## src/rtl/bitstream_pkg.sv

```systemverilog
// Shared types and helpers for the bitstream framer slice.
// Latency: n/a (types and constant functions only).
// Backpressure: n/a.
package bitstream_pkg;

  // Width of one stream byte.
  localparam int unsigned BYTE_W = 8;

  // FILL: collecting bytes. START: one-cycle kick to the bitstreamer.
  // WAIT: transmission in flight. GAP: guard idle time between transmissions.
  typedef enum logic [1:0] {
    S_FILL  = 2'd0,
    S_START = 2'd1,
    S_WAIT  = 2'd2,
    S_GAP   = 2'd3
  } framer_state_t;

  // Clocks the bitstreamer needs for one frame, phase delay included.
  function automatic int unsigned tx_cycles(input int unsigned datalen,
                                            input int unsigned clk_div,
                                            input int unsigned delay);
    return datalen * clk_div + delay;
  endfunction

endpackage

```

## src/rtl/bitstream_framer_if.sv

```systemverilog
// Byte-stream input and bitstreamer-facing output bundle of the framer.
// Latency: n/a (wires only).
// Backpressure: byte_valid/byte_ready handshake on the byte side; bitstreamer side is push-only.
// Ports:
//   byte_data/byte_valid/byte_ready  incoming bytes, first byte ends up in the MSBs
//   phase_delay_in/repeat_n          per-frame settings, sampled with the last byte
//   abort                            cancel whatever is in progress
//   datain/phase_delay/start         drive the bitstreamer
//   busy/frame_done                  status
interface bitstream_framer_if #(
  parameter int unsigned DATALEN = 64,
  parameter int unsigned CNTLEN  = 8
);
  import bitstream_pkg::*;

  logic [BYTE_W-1:0]  byte_data;
  logic               byte_valid;
  logic               byte_ready;
  logic [CNTLEN-1:0]  phase_delay_in;
  logic [CNTLEN-1:0]  repeat_n;
  logic               abort;
  logic [DATALEN-1:0] datain;
  logic [CNTLEN-1:0]  phase_delay;
  logic               start;
  logic               busy;
  logic               frame_done;

  // Producer / controller side.
  modport master (
    output byte_data, byte_valid, phase_delay_in, repeat_n, abort,
    input  byte_ready, datain, phase_delay, start, busy, frame_done
  );

  // Framer side.
  modport slave (
    input  byte_data, byte_valid, phase_delay_in, repeat_n, abort,
    output byte_ready, datain, phase_delay, start, busy, frame_done
  );

endinterface

```

## src/rtl/frame_timer.sv

```systemverilog
// Loadable down-counter timing the WAIT and GAP phases of the framer.
// Latency: after a load of N, expired is high in the N-th following cycle (N >= 1).
// Backpressure: none; load always wins over counting.
// Ports: clk, rst (sync, active low), load/value (reload), expired (last cycle of the interval).
module frame_timer #(
  parameter int unsigned TMRLEN = 16
) (
  input  logic              clk,
  input  logic              rst,
  input  logic              load,
  input  logic [TMRLEN-1:0] value,
  output logic              expired
);

  logic [TMRLEN-1:0] cnt;

  always_ff @(posedge clk) begin
    if (!rst) begin
      cnt <= '0;
    end else if (load) begin
      cnt <= value;
    end else if (cnt != '0) begin
      cnt <= cnt - TMRLEN'(1);
    end
  end

  // The interval loaded with N ends in the cycle the counter shows 1, so the
  // owner can reload on that same edge without losing a cycle. The counter
  // parks at 0 afterwards, which keeps this a single-cycle pulse.
  assign expired = (cnt == TMRLEN'(1));

endmodule

```

## src/rtl/bitstream_framer.sv

```systemverilog
// Assembles DATALEN-bit frames from bytes and replays each to the bitstreamer repeat_n times.
// Latency: start one cycle after the last byte; each repeat takes 1 + TX + GAP cycles.
// Backpressure: byte_ready only in FILL and never in an abort cycle; bytes elsewhere are ignored.
// Ports: clk, rst (sync, active low), bus (bitstream_framer_if.slave).
module bitstream_framer
  import bitstream_pkg::*;
#(
  parameter int unsigned DATALEN  = 64,
  parameter int unsigned CNTLEN   = 8,
  parameter int unsigned CLK_DIV1 = 16,
  parameter int unsigned GAP      = 32,
  parameter int unsigned TMRLEN   = 16
) (
  input  logic             clk,
  input  logic             rst,
  bitstream_framer_if.slave bus
);

  localparam int unsigned NBYTES = DATALEN / BYTE_W;
  localparam int unsigned CW     = $clog2(NBYTES + 1);

  // Longest interval the timer must hold: full frame plus the largest phase delay.
  localparam longint unsigned TX_MAX  = 64'(DATALEN) * 64'(CLK_DIV1) + (64'd1 << CNTLEN) - 64'd1;
  localparam longint unsigned TMR_CAP = 64'd1 << TMRLEN;

  if ((DATALEN % BYTE_W) != 0 || DATALEN < BYTE_W) begin : g_bad_datalen
    $error("bitstream_framer: DATALEN must be a non-zero multiple of 8");
  end
  if (GAP < 1) begin : g_bad_gap
    $error("bitstream_framer: GAP must be at least 1");
  end
  if (TX_MAX >= TMR_CAP || 64'(GAP) >= TMR_CAP) begin : g_bad_tmrlen
    $error("bitstream_framer: TMRLEN too small for the transmission time");
  end

  framer_state_t      state, state_nxt;
  logic [DATALEN-1:0] shadow;
  logic [DATALEN-1:0] shadow_nxt;
  logic [CW-1:0]      byte_cnt;
  logic [CNTLEN-1:0]  rep_left;
  logic               accept;
  logic               capture;
  logic               rep_more;
  logic               tmr_load;
  logic               tmr_expired;
  logic [TMRLEN-1:0]  tmr_value;
  logic [TMRLEN-1:0]  tx_len;

  // Uses the latched delay, so every repeat of a frame has the same length.
  assign tx_len     = TMRLEN'(tx_cycles(DATALEN, CLK_DIV1, 32'(bus.phase_delay)));
  assign shadow_nxt = (shadow << BYTE_W) | DATALEN'(bus.byte_data);
  assign rep_more   = (rep_left > CNTLEN'(1));
  assign bus.busy   = (state != S_FILL);

  always_ff @(posedge clk) begin
    if (!rst) begin
      state <= S_FILL;
    end else begin
      state <= state_nxt;
    end
  end

  // Abort overrides everything: no handshake, no start, no timer reload.
  always_comb begin
    state_nxt      = state;
    bus.byte_ready = 1'b0;
    bus.start      = 1'b0;
    accept         = 1'b0;
    capture        = 1'b0;
    tmr_load       = 1'b0;
    tmr_value      = tx_len;
    if (bus.abort) begin
      state_nxt = S_FILL;
    end else begin
      case (state)
        S_FILL: begin
          bus.byte_ready = rst;
          accept         = bus.byte_valid && rst;
          if (accept && byte_cnt == CW'(NBYTES - 1)) begin
            capture   = 1'b1;
            state_nxt = S_START;
          end
        end
        S_START: begin
          bus.start = 1'b1;
          tmr_load  = 1'b1;
          tmr_value = tx_len;
          state_nxt = S_WAIT;
        end
        S_WAIT: begin
          if (tmr_expired) begin
            tmr_load  = 1'b1;
            tmr_value = TMRLEN'(GAP);
            state_nxt = S_GAP;
          end
        end
        S_GAP: begin
          if (tmr_expired) begin
            state_nxt = rep_more ? S_START : S_FILL;
          end
        end
        default: state_nxt = S_FILL;
      endcase
    end
  end

  always_ff @(posedge clk) begin
    if (!rst) begin
      shadow          <= '0;
      byte_cnt        <= '0;
      rep_left        <= '0;
      bus.datain      <= '0;
      bus.phase_delay <= '0;
      bus.frame_done  <= 1'b0;
    end else begin
      bus.frame_done <= 1'b0;
      if (bus.abort) begin
        shadow   <= '0;
        byte_cnt <= '0;
        rep_left <= '0;
      end else begin
        if (accept) begin
          shadow   <= shadow_nxt;
          byte_cnt <= byte_cnt + CW'(1);
          if (capture) begin
            bus.datain      <= shadow_nxt;
            bus.phase_delay <= bus.phase_delay_in;
            rep_left        <= (bus.repeat_n == '0) ? CNTLEN'(1) : bus.repeat_n;
            byte_cnt        <= '0;
          end
        end
        if (state == S_GAP && tmr_expired) begin
          if (rep_more) begin
            rep_left <= rep_left - CNTLEN'(1);
          end else begin
            bus.frame_done <= 1'b1;
          end
        end
      end
    end
  end

  frame_timer #(
    .TMRLEN (TMRLEN)
  ) u_timer (
    .clk     (clk),
    .rst     (rst),
    .load    (tmr_load),
    .value   (tmr_value),
    .expired (tmr_expired)
  );

endmodule

```

## src/flat_wrapper.sv

```systemverilog
// flat-port wrapper written by rule: the top's interface ports become plain ports
module bitstream_framer_flat import bitstream_pkg::*;
#(
  parameter int unsigned DATALEN  = 64,
  parameter int unsigned CNTLEN   = 8,
  parameter int unsigned CLK_DIV1 = 16,
  parameter int unsigned GAP      = 32,
  parameter int unsigned TMRLEN   = 16
)
  (clk, rst, bus_byte_data, bus_byte_valid, bus_phase_delay_in, bus_repeat_n, bus_abort, bus_byte_ready, bus_datain, bus_phase_delay, bus_start, bus_busy, bus_frame_done);
  bitstream_framer_if #(.DATALEN(DATALEN), .CNTLEN(CNTLEN)) bus_i ();
  input  logic clk;
  input  logic rst;
  input wire logic [$bits(bus_i.byte_data)-1:0] bus_byte_data;
  input wire logic [$bits(bus_i.byte_valid)-1:0] bus_byte_valid;
  input wire logic [$bits(bus_i.phase_delay_in)-1:0] bus_phase_delay_in;
  input wire logic [$bits(bus_i.repeat_n)-1:0] bus_repeat_n;
  input wire logic [$bits(bus_i.abort)-1:0] bus_abort;
  output wire logic [$bits(bus_i.byte_ready)-1:0] bus_byte_ready;
  output wire logic [$bits(bus_i.datain)-1:0] bus_datain;
  output wire logic [$bits(bus_i.phase_delay)-1:0] bus_phase_delay;
  output wire logic [$bits(bus_i.start)-1:0] bus_start;
  output wire logic [$bits(bus_i.busy)-1:0] bus_busy;
  output wire logic [$bits(bus_i.frame_done)-1:0] bus_frame_done;
  assign bus_i.byte_data = bus_byte_data;
  assign bus_i.byte_valid = bus_byte_valid;
  assign bus_i.phase_delay_in = bus_phase_delay_in;
  assign bus_i.repeat_n = bus_repeat_n;
  assign bus_i.abort = bus_abort;
  assign bus_byte_ready = bus_i.byte_ready;
  assign bus_datain = bus_i.datain;
  assign bus_phase_delay = bus_i.phase_delay;
  assign bus_start = bus_i.start;
  assign bus_busy = bus_i.busy;
  assign bus_frame_done = bus_i.frame_done;
  bitstream_framer #(.DATALEN(DATALEN), .CNTLEN(CNTLEN), .CLK_DIV1(CLK_DIV1), .GAP(GAP), .TMRLEN(TMRLEN)) u_core (.clk(clk), .rst(rst), .bus(bus_i));
endmodule
```

## config.mk

```make
export PLATFORM = sky130hd
export DESIGN_NAME = bitstream_framer_flat
export DESIGN_NICKNAME = d
export VERILOG_FILES = /design/src/rtl/bitstream_pkg.sv /design/src/rtl/bitstream_framer_if.sv /design/src/rtl/frame_timer.sv /design/src/rtl/bitstream_framer.sv /design/src/flat_wrapper.sv
export SDC_FILE = /design/constraint.sdc
export NUM_CORES = 1
export LEC_CHECK = 0
export CELL_PAD_IN_SITES_DETAIL_PLACEMENT = 0
export CELL_PAD_IN_SITES_GLOBAL_PLACEMENT = 1
export CORE_ASPECT_RATIO = 1.25
export CORE_MARGIN = 3
export CORE_UTILIZATION = 42
export DETAILED_ROUTE_END_ITERATION = 7
export PLACE_DENSITY_LB_ADDON = 0.1
export SLEW_MARGIN = 20
export SYNTH_ARGS = -nofsm -noshare
export SYNTH_HDL_FRONTEND = slang
export SYNTH_SLANG_ARGS = --single-unit
```

## constraint.sdc

```tcl
create_clock -name clk -period 4.3 [get_ports clk]
set_input_delay 0.645 -clock clk [delete_from_list [all_inputs] [get_ports clk]]
set_output_delay 0.645 -clock clk [all_outputs]
set_load 0.1 [all_outputs]
```

==> metrics.cfg, run 1 <==
[outcome]
outcome = finished, final reports clean

[floorplanning]
rows = 49
core_area_um2 = 14410
io_pins = 104
die-area_um2 = 16290
die_x_um = 114.7
die_h_um = 141.9
start_util_pct = 43.09

[synth]
syn_nets = 813
synthArstFlopShare_pct = 0
seq_area_frac_synth_pct = 51.27
ys_ff_latch = 159
ys_warn_count = 0
syn_avg_cell_area_um2 = 8.011
syn_area_um2 = 6208
synth-edff-count = 0
synthFlopType = dfxtp_1
ys_types = 52
postSynthCellCount = 775

[sta]
skew_ps = 7.490
worst_pin_slew_ps = 1014
hold_slack_ps = 451.0
finalHoldViolCount = 0
setup_tns_ps = 0
fin_crit_ps = 3040
max_freq_ghz = 0.3289
final_max_slew_viol_count = 0
rsz0062_at_grt = false
slew_headroom_pct = 32.16
timing.final.crit_share_pct = 70.70
setup_viol = 0

[setup_path]
ff2ff_path_depth = 6
crit_path_frequent_cell = inv_1
critPathTopFamily = buffers and inverters
path_buf_inv = 3
r2r_start = u_core.state[1]
crit_path_end_kind = primary output
path_class = reg -> out
crit_slowest_cell = clkdlybuf4s50_1
timing.rr.end = u_core.rep_left[4]
critical_path_arrival_ps = 2400
rrSetupSlack_ps = 1920
max_stage_delay_ps = 1130
crit_fanout = 5
cp_data_required_time_ps = 3650
crit_chain = inv_1 -> ha_1 -> inv_1 -> clkdlybuf4s50_1
start_kind = flop

[drt]
ant_nets = 0
dr.pass1.iters = 5
vias_per_cell = 5.245
route.vias.total = 5486
wire_per_inst_um = 15.22
drtIter0Drc = 444
drt_wl_total_mm = 15.92
drcViolationCount = 0

[flow_run]
maxCapViolCount = 0

[global_route]
gr-total-overflow = 0
antenna_found_initial = 0
grt_max_degree = 70
first_global_vias = 5295
grt_pass1_wl_mm = 26.03
grtUsageTotal_pct = 19.70

[finish]
drive_above_1_share_pct = 6.567
final_net_count = 893
area.growth.synth_to_final_pct = 27.77
antennaDiodeCount = 0

[worst_hold_path]
hold_path.class = reg -> reg
min-delay-start = u_core.shadow[53]
holdPathStages = 2
worstHoldEndpoint = u_core.bus.datain[61]

[clock_network]
cts_buffer_depth = 2
cts_tree = done
post_cts_resized = 0
insertion_delay_ps = 420
clock-sinks = 159
hold_buffers = 0
cts_root_buf = clkbuf_16
htreeDepth = 4
postCtsSetupRepairBufs = 0
cts_buffers = 17
clkTransAtPathRegs_ps = 60

[placement]
port_buffers = 103
dp_hpwl_mm = 10.35
place_congestion = 0.7943

[power_and_ir_drop]
p_leak_uw = 0.002892
total_power_uw = 3617
power_density_nw_per_um2 = 455.9
ir_drop_v = 0.0003789

## worst max path at each step
stage	end	startpoint	slack [ps]	cells past startpoint
after floorplan	bus_byte_ready	rst	1070	5
after global placement	u_core.shadow[51]	rst	1480	6
after detailed placement	u_core.shadow[51]	rst	1450	6
after CTS	bus_busy	u_core.state[0]	1240	4
after global routing	bus_busy	u_core.state[1]	1150	4
final	bus_busy	u_core.state[1]	1260	4
## synthesized netlist by cell type (3+ instances only)
| master | instances | area share [%] |
|---|---|---|
| o21ai_0 | 6 | 0.48 |
| ha_1 | 10 | 2.0 |
| buf_2 | 8 | 0.64 |
| a31oi_1 | 6 | 0.60 |
| clkbuf_1 | 35 | 2.1 |
| nand3_1 | 53 | 4.3 |
| a21oi_1 | 96 | 7.7 |
| nand4b_1 | 3 | 0.42 |
| inv_1 | 9 | 0.54 |
| or4_1 | 4 | 0.48 |
| nor2b_1 | 4 | 0.40 |
| o31ai_1 | 3 | 0.36 |
| nor2_1 | 25 | 1.5 |
| a211oi_1 | 3 | 0.36 |
| dfxtp_1 | 159 | 51 |
| nor4_1 | 6 | 0.60 |
| a22oi_1 | 5 | 0.60 |
| xnor2_1 | 3 | 0.42 |
| nand4_1 | 6 | 0.60 |
| nor3_1 | 9 | 0.73 |
| buf_1 | 5 | 0.30 |
| xor2_1 | 10 | 1.4 |
| nand2_1 | 269 | 16 |
## where the power goes
part | internal (µW) | total, µW | switching, µW
clock network | 900 | 1480 | 582
registers | 1530 | 1610 | 80.9
logic | 218 | 521 | 303
## per-layer routing
metal  vias up  global-route usage (%)  part of all wire (%)
li1       2758                       -                     -
met1      2603                   24.85                    44
met2       110                   33.24                    51
met3        15                   4.339                   3.6
met4         0                   6.860                   1.7
met5         -                       0                     0
## registers in the layout (all words and copies together) (netlist names)
signal and count:
u_core.u_timer.cnt 16, u_core.bus.frame_done 1, u_core.byte_cnt 4, u_core.bus.datain 64, u_core.shadow 56, u_core.bus.phase_delay 8
u_core.rep_left 8, u_core.state 2
## cell type report
cell class	instances	area [µm²]
fill	1370	6475
sequential	159	3183
multi-input combinational	557	2808
timing repair buffer	111	1099
tap	178	222.7
clock inverter	9	108.9
clock buffer	23	478.0
inverter	9	33.78
## cell families (layout without fill, tap and decap cells)
kind of cell               count (synthesis)  count (layout)  synth area share (%)
and+or+nand+nor                          398             398                 28.40
muxes                                      2               2                0.3225
buffers and inverters                     59             152                 3.869
AOI/OAI and AO/OA                        134             134                 12.29
adders and majority gates                 10              10                 2.015
xor gates and xnor gates                  13              13                 1.834
DFF                                      159             159                 51.27
## tightest hold or removal path, stage by stage, from the launching register on
cell     delay, ps
dfxtp_1        310
nand2_1         50
a21oi_1         50
## through the flow
stage               worst slack [ps]  area (µm²)  instances  util (%)
finish                          1260        7933       1046     55.06
detailed placement              1451        7340       1014     50.94
CTS                             1237        7926       1046     55.02
floorplan                       1074        6208        775         -
global placement                1480        7340       1014     50.94
global route                    1145        7933       1046     55.06
## placed cells by master (no fill, tap or decap), drive strengths merged, types with 4 or more instances in the layout
cell type	n
or4	6
clkdlybuf4s50	101
nand3	53
o21ai	7
clkinvlp	4
nand2	269
nor3	9
xor2	10
dfxtp	159
nor2	25
nor2b	4
ha	10
clkbuf	23
buf	10
inv	9
a31oi	7
nor4	10
a21oi	96
nand4	7
a22oi	5
(Power assumes the default switching activity.)
==> run 2, diff against run 1 <==
Settings changed: CORE_UTILIZATION 42 to 39.
Clock period 4.3 ns to 3 ns, I/O delays scaled along.
==> metrics.cfg, run 2 (synthesis results as in run 1) <==
[setup_path]
crit_chain = ha_1 -> nor4bb_1 -> nand4_2 -> or3b_1 -> o311ai_1 -> a21oi_1
crit_path_end_kind = flop
max_stage_delay_ps = 500
r2r_start = u_core.state[1]
crit_start = u_core.state[1]
critPathTopFamily = simple AND/OR/NAND/NOR gates
critical_path_arrival_ps = 2650
crit_slowest_cell = or3b_1
path_class = reg -> reg
path_buf_inv = 0
start_kind = flop
crit_fanout = 9
cp_data_required_time_ps = 3290
rrSetupSlack_ps = 630

[global_route]
first_global_vias = 5407
grt_max_degree = 75
grt_pass1_wl_mm = 26.95
grtUsageTotal_pct = 18.87
gr-total-overflow = 0
antenna_found_initial = 0

[finish]
area.growth.synth_to_final_pct = 27.01
drive_above_1_share_pct = 15.56
layout.cells.most_common = nand2_1
top_regs = u_core.bus.datain (64), u_core.shadow (56), u_core.u_timer.cnt (16)
regMostFlops = u_core.bus.datain
largest_reg_flops = 64
final_net_count = 899
antennaDiodeCount = 0
instances_no_fill = 1082
finalCoreUtilization_pct = 51.66
finalInstanceArea_um2 = 7885
layout_common_cells = 269 x nand2_1, 159 x dfxtp_1, 96 x a21oi_1
fillCellCount = 1557

[worst_hold_path]
hold_path.class = reg -> reg
min-delay-start = u_core.shadow[50]

[sta]
setup_viol = 0
slew_headroom_pct = 52.20
fin_crit_ps = 2366
timing.final.crit_share_pct = 78.88
setup_tns_ps = 0
skew_ps = 7.362
final_max_slew_viol_count = 0
max_freq_ghz = 0.4226
finalHoldViolCount = 0
worst_pin_slew_ps = 715.4
rsz0062_at_grt = false
hold_slack_ps = 448.3

[floorplanning]
die_x_um = 118.9
rows = 50
io_pins = 104
core_area_um2 = 15260
die-area_um2 = 17480
die_h_um = 147.1
start_util_pct = 40.67

[clock_network]
clkTransAtPathRegs_ps = 60
htreeDepth = 4
hold_buffers = 0
postCtsSetupRepairBufs = 0
post_cts_resized = 0
insertion_delay_ps = 420
cts_root_buf = clkbuf_16
clock-sinks = 159
cts_buffer_depth = 2
cts_tree = done
cts_buffers = 17

[power_and_ir_drop]
clockPowerShare_pct = 41.7
ir_drop_v = 0.0003556
switching_share_pct = 26.41
pwr-share-seq_pct = 43.5
p_int_uw = 3909
p_comb_share_pct = 14.7
power_density_nw_per_um2 = 673.6
p_leak_uw = 0.003102
switching_power_uw = 1402

[drt]
drcViolationCount = 0
wire_per_inst_um = 15.17
drt_wl_total_mm = 16.41
ant_nets = 0
drtIter0Drc = 422
route.vias.total = 5547
vias_per_cell = 5.127
dr.pass1.iters = 6

[placement]
dp_cells = 1050
place_congestion = 0.8069
placed_cell_area_um2 = 7274
dp_hpwl_mm = 10.69
port_buffers = 103

[flow_run]
maxCapViolCount = 0

[outcome]
outcome = finished, final reports clean

-- run 2: cell types whose count changed in the layout (fill, tap and decap cells not counted), sizes merged --
cell / previous run / this run
buf: 10 / 90
clkdlybuf4s50: 101 / 27
clkinvlp: 4 / 2
bufinv: 2 / 3
clkinv: 3 / 4
-- run 2: path summary, 6_finish.rpt --
kind / end / cells past startpoint
worst max register to register: u_core.rep_left[4] / 6
worst min register to register: u_core.bus.datain[58] / 2
worst max-delay path: u_core.rep_left[4] / 6
worst min-delay path: u_core.bus.datain[58] / 2
-- run 2: through the flow --
stage | power, µW | setup slack (ps)
after floorplan | 2891 | 79.80
after global placement | 3100 | 478.6
after detailed placement | 3124 | 498.2
after CTS | 5351 | 633.2
after global routing | 5559 | 454.7
final | 5311 | 633.7
-- run 2: routing by layer --
layer	up-vias	GRT usage [%]	wire [µm]
met3	16	4.736	623
met5	-	0	0
met2	113	31.55	8075
li1	2775	-	-
met1	2643	23.45	7504
met4	0	7.188	205
-- run 2: cell type report --
type,count,area (µm²),share of cell area [%]
sequential,159,3183,40.37
inverter,9,33.78,0.4284
timing repair buffer,117,996.0,12.63
multi-input combinational,557,2801,35.53
tap,208,260.3,3.301
clock inverter,9,132.6,1.682
clock buffer,23,478.0,6.062
-- run 2: worst min-delay path: cells and delay by family (launching register included) --
kind               cells  cell delay (ps)
AOI/OAI and AO/OA      1               50
and+or+nand+nor        1               50
DFF                    1              310
-- run 2: power by group through the flow --
stage | sequential, µW | clock, µW | combinational, µW
after floorplan | 2330 | 0 | 562
after global placement | 2350 | 0 | 754
after detailed placement | 2350 | 0 | 774
after CTS | 2310 | 2260 | 782
after global routing | 2320 | 2360 | 875
final | 2310 | 2220 | 783
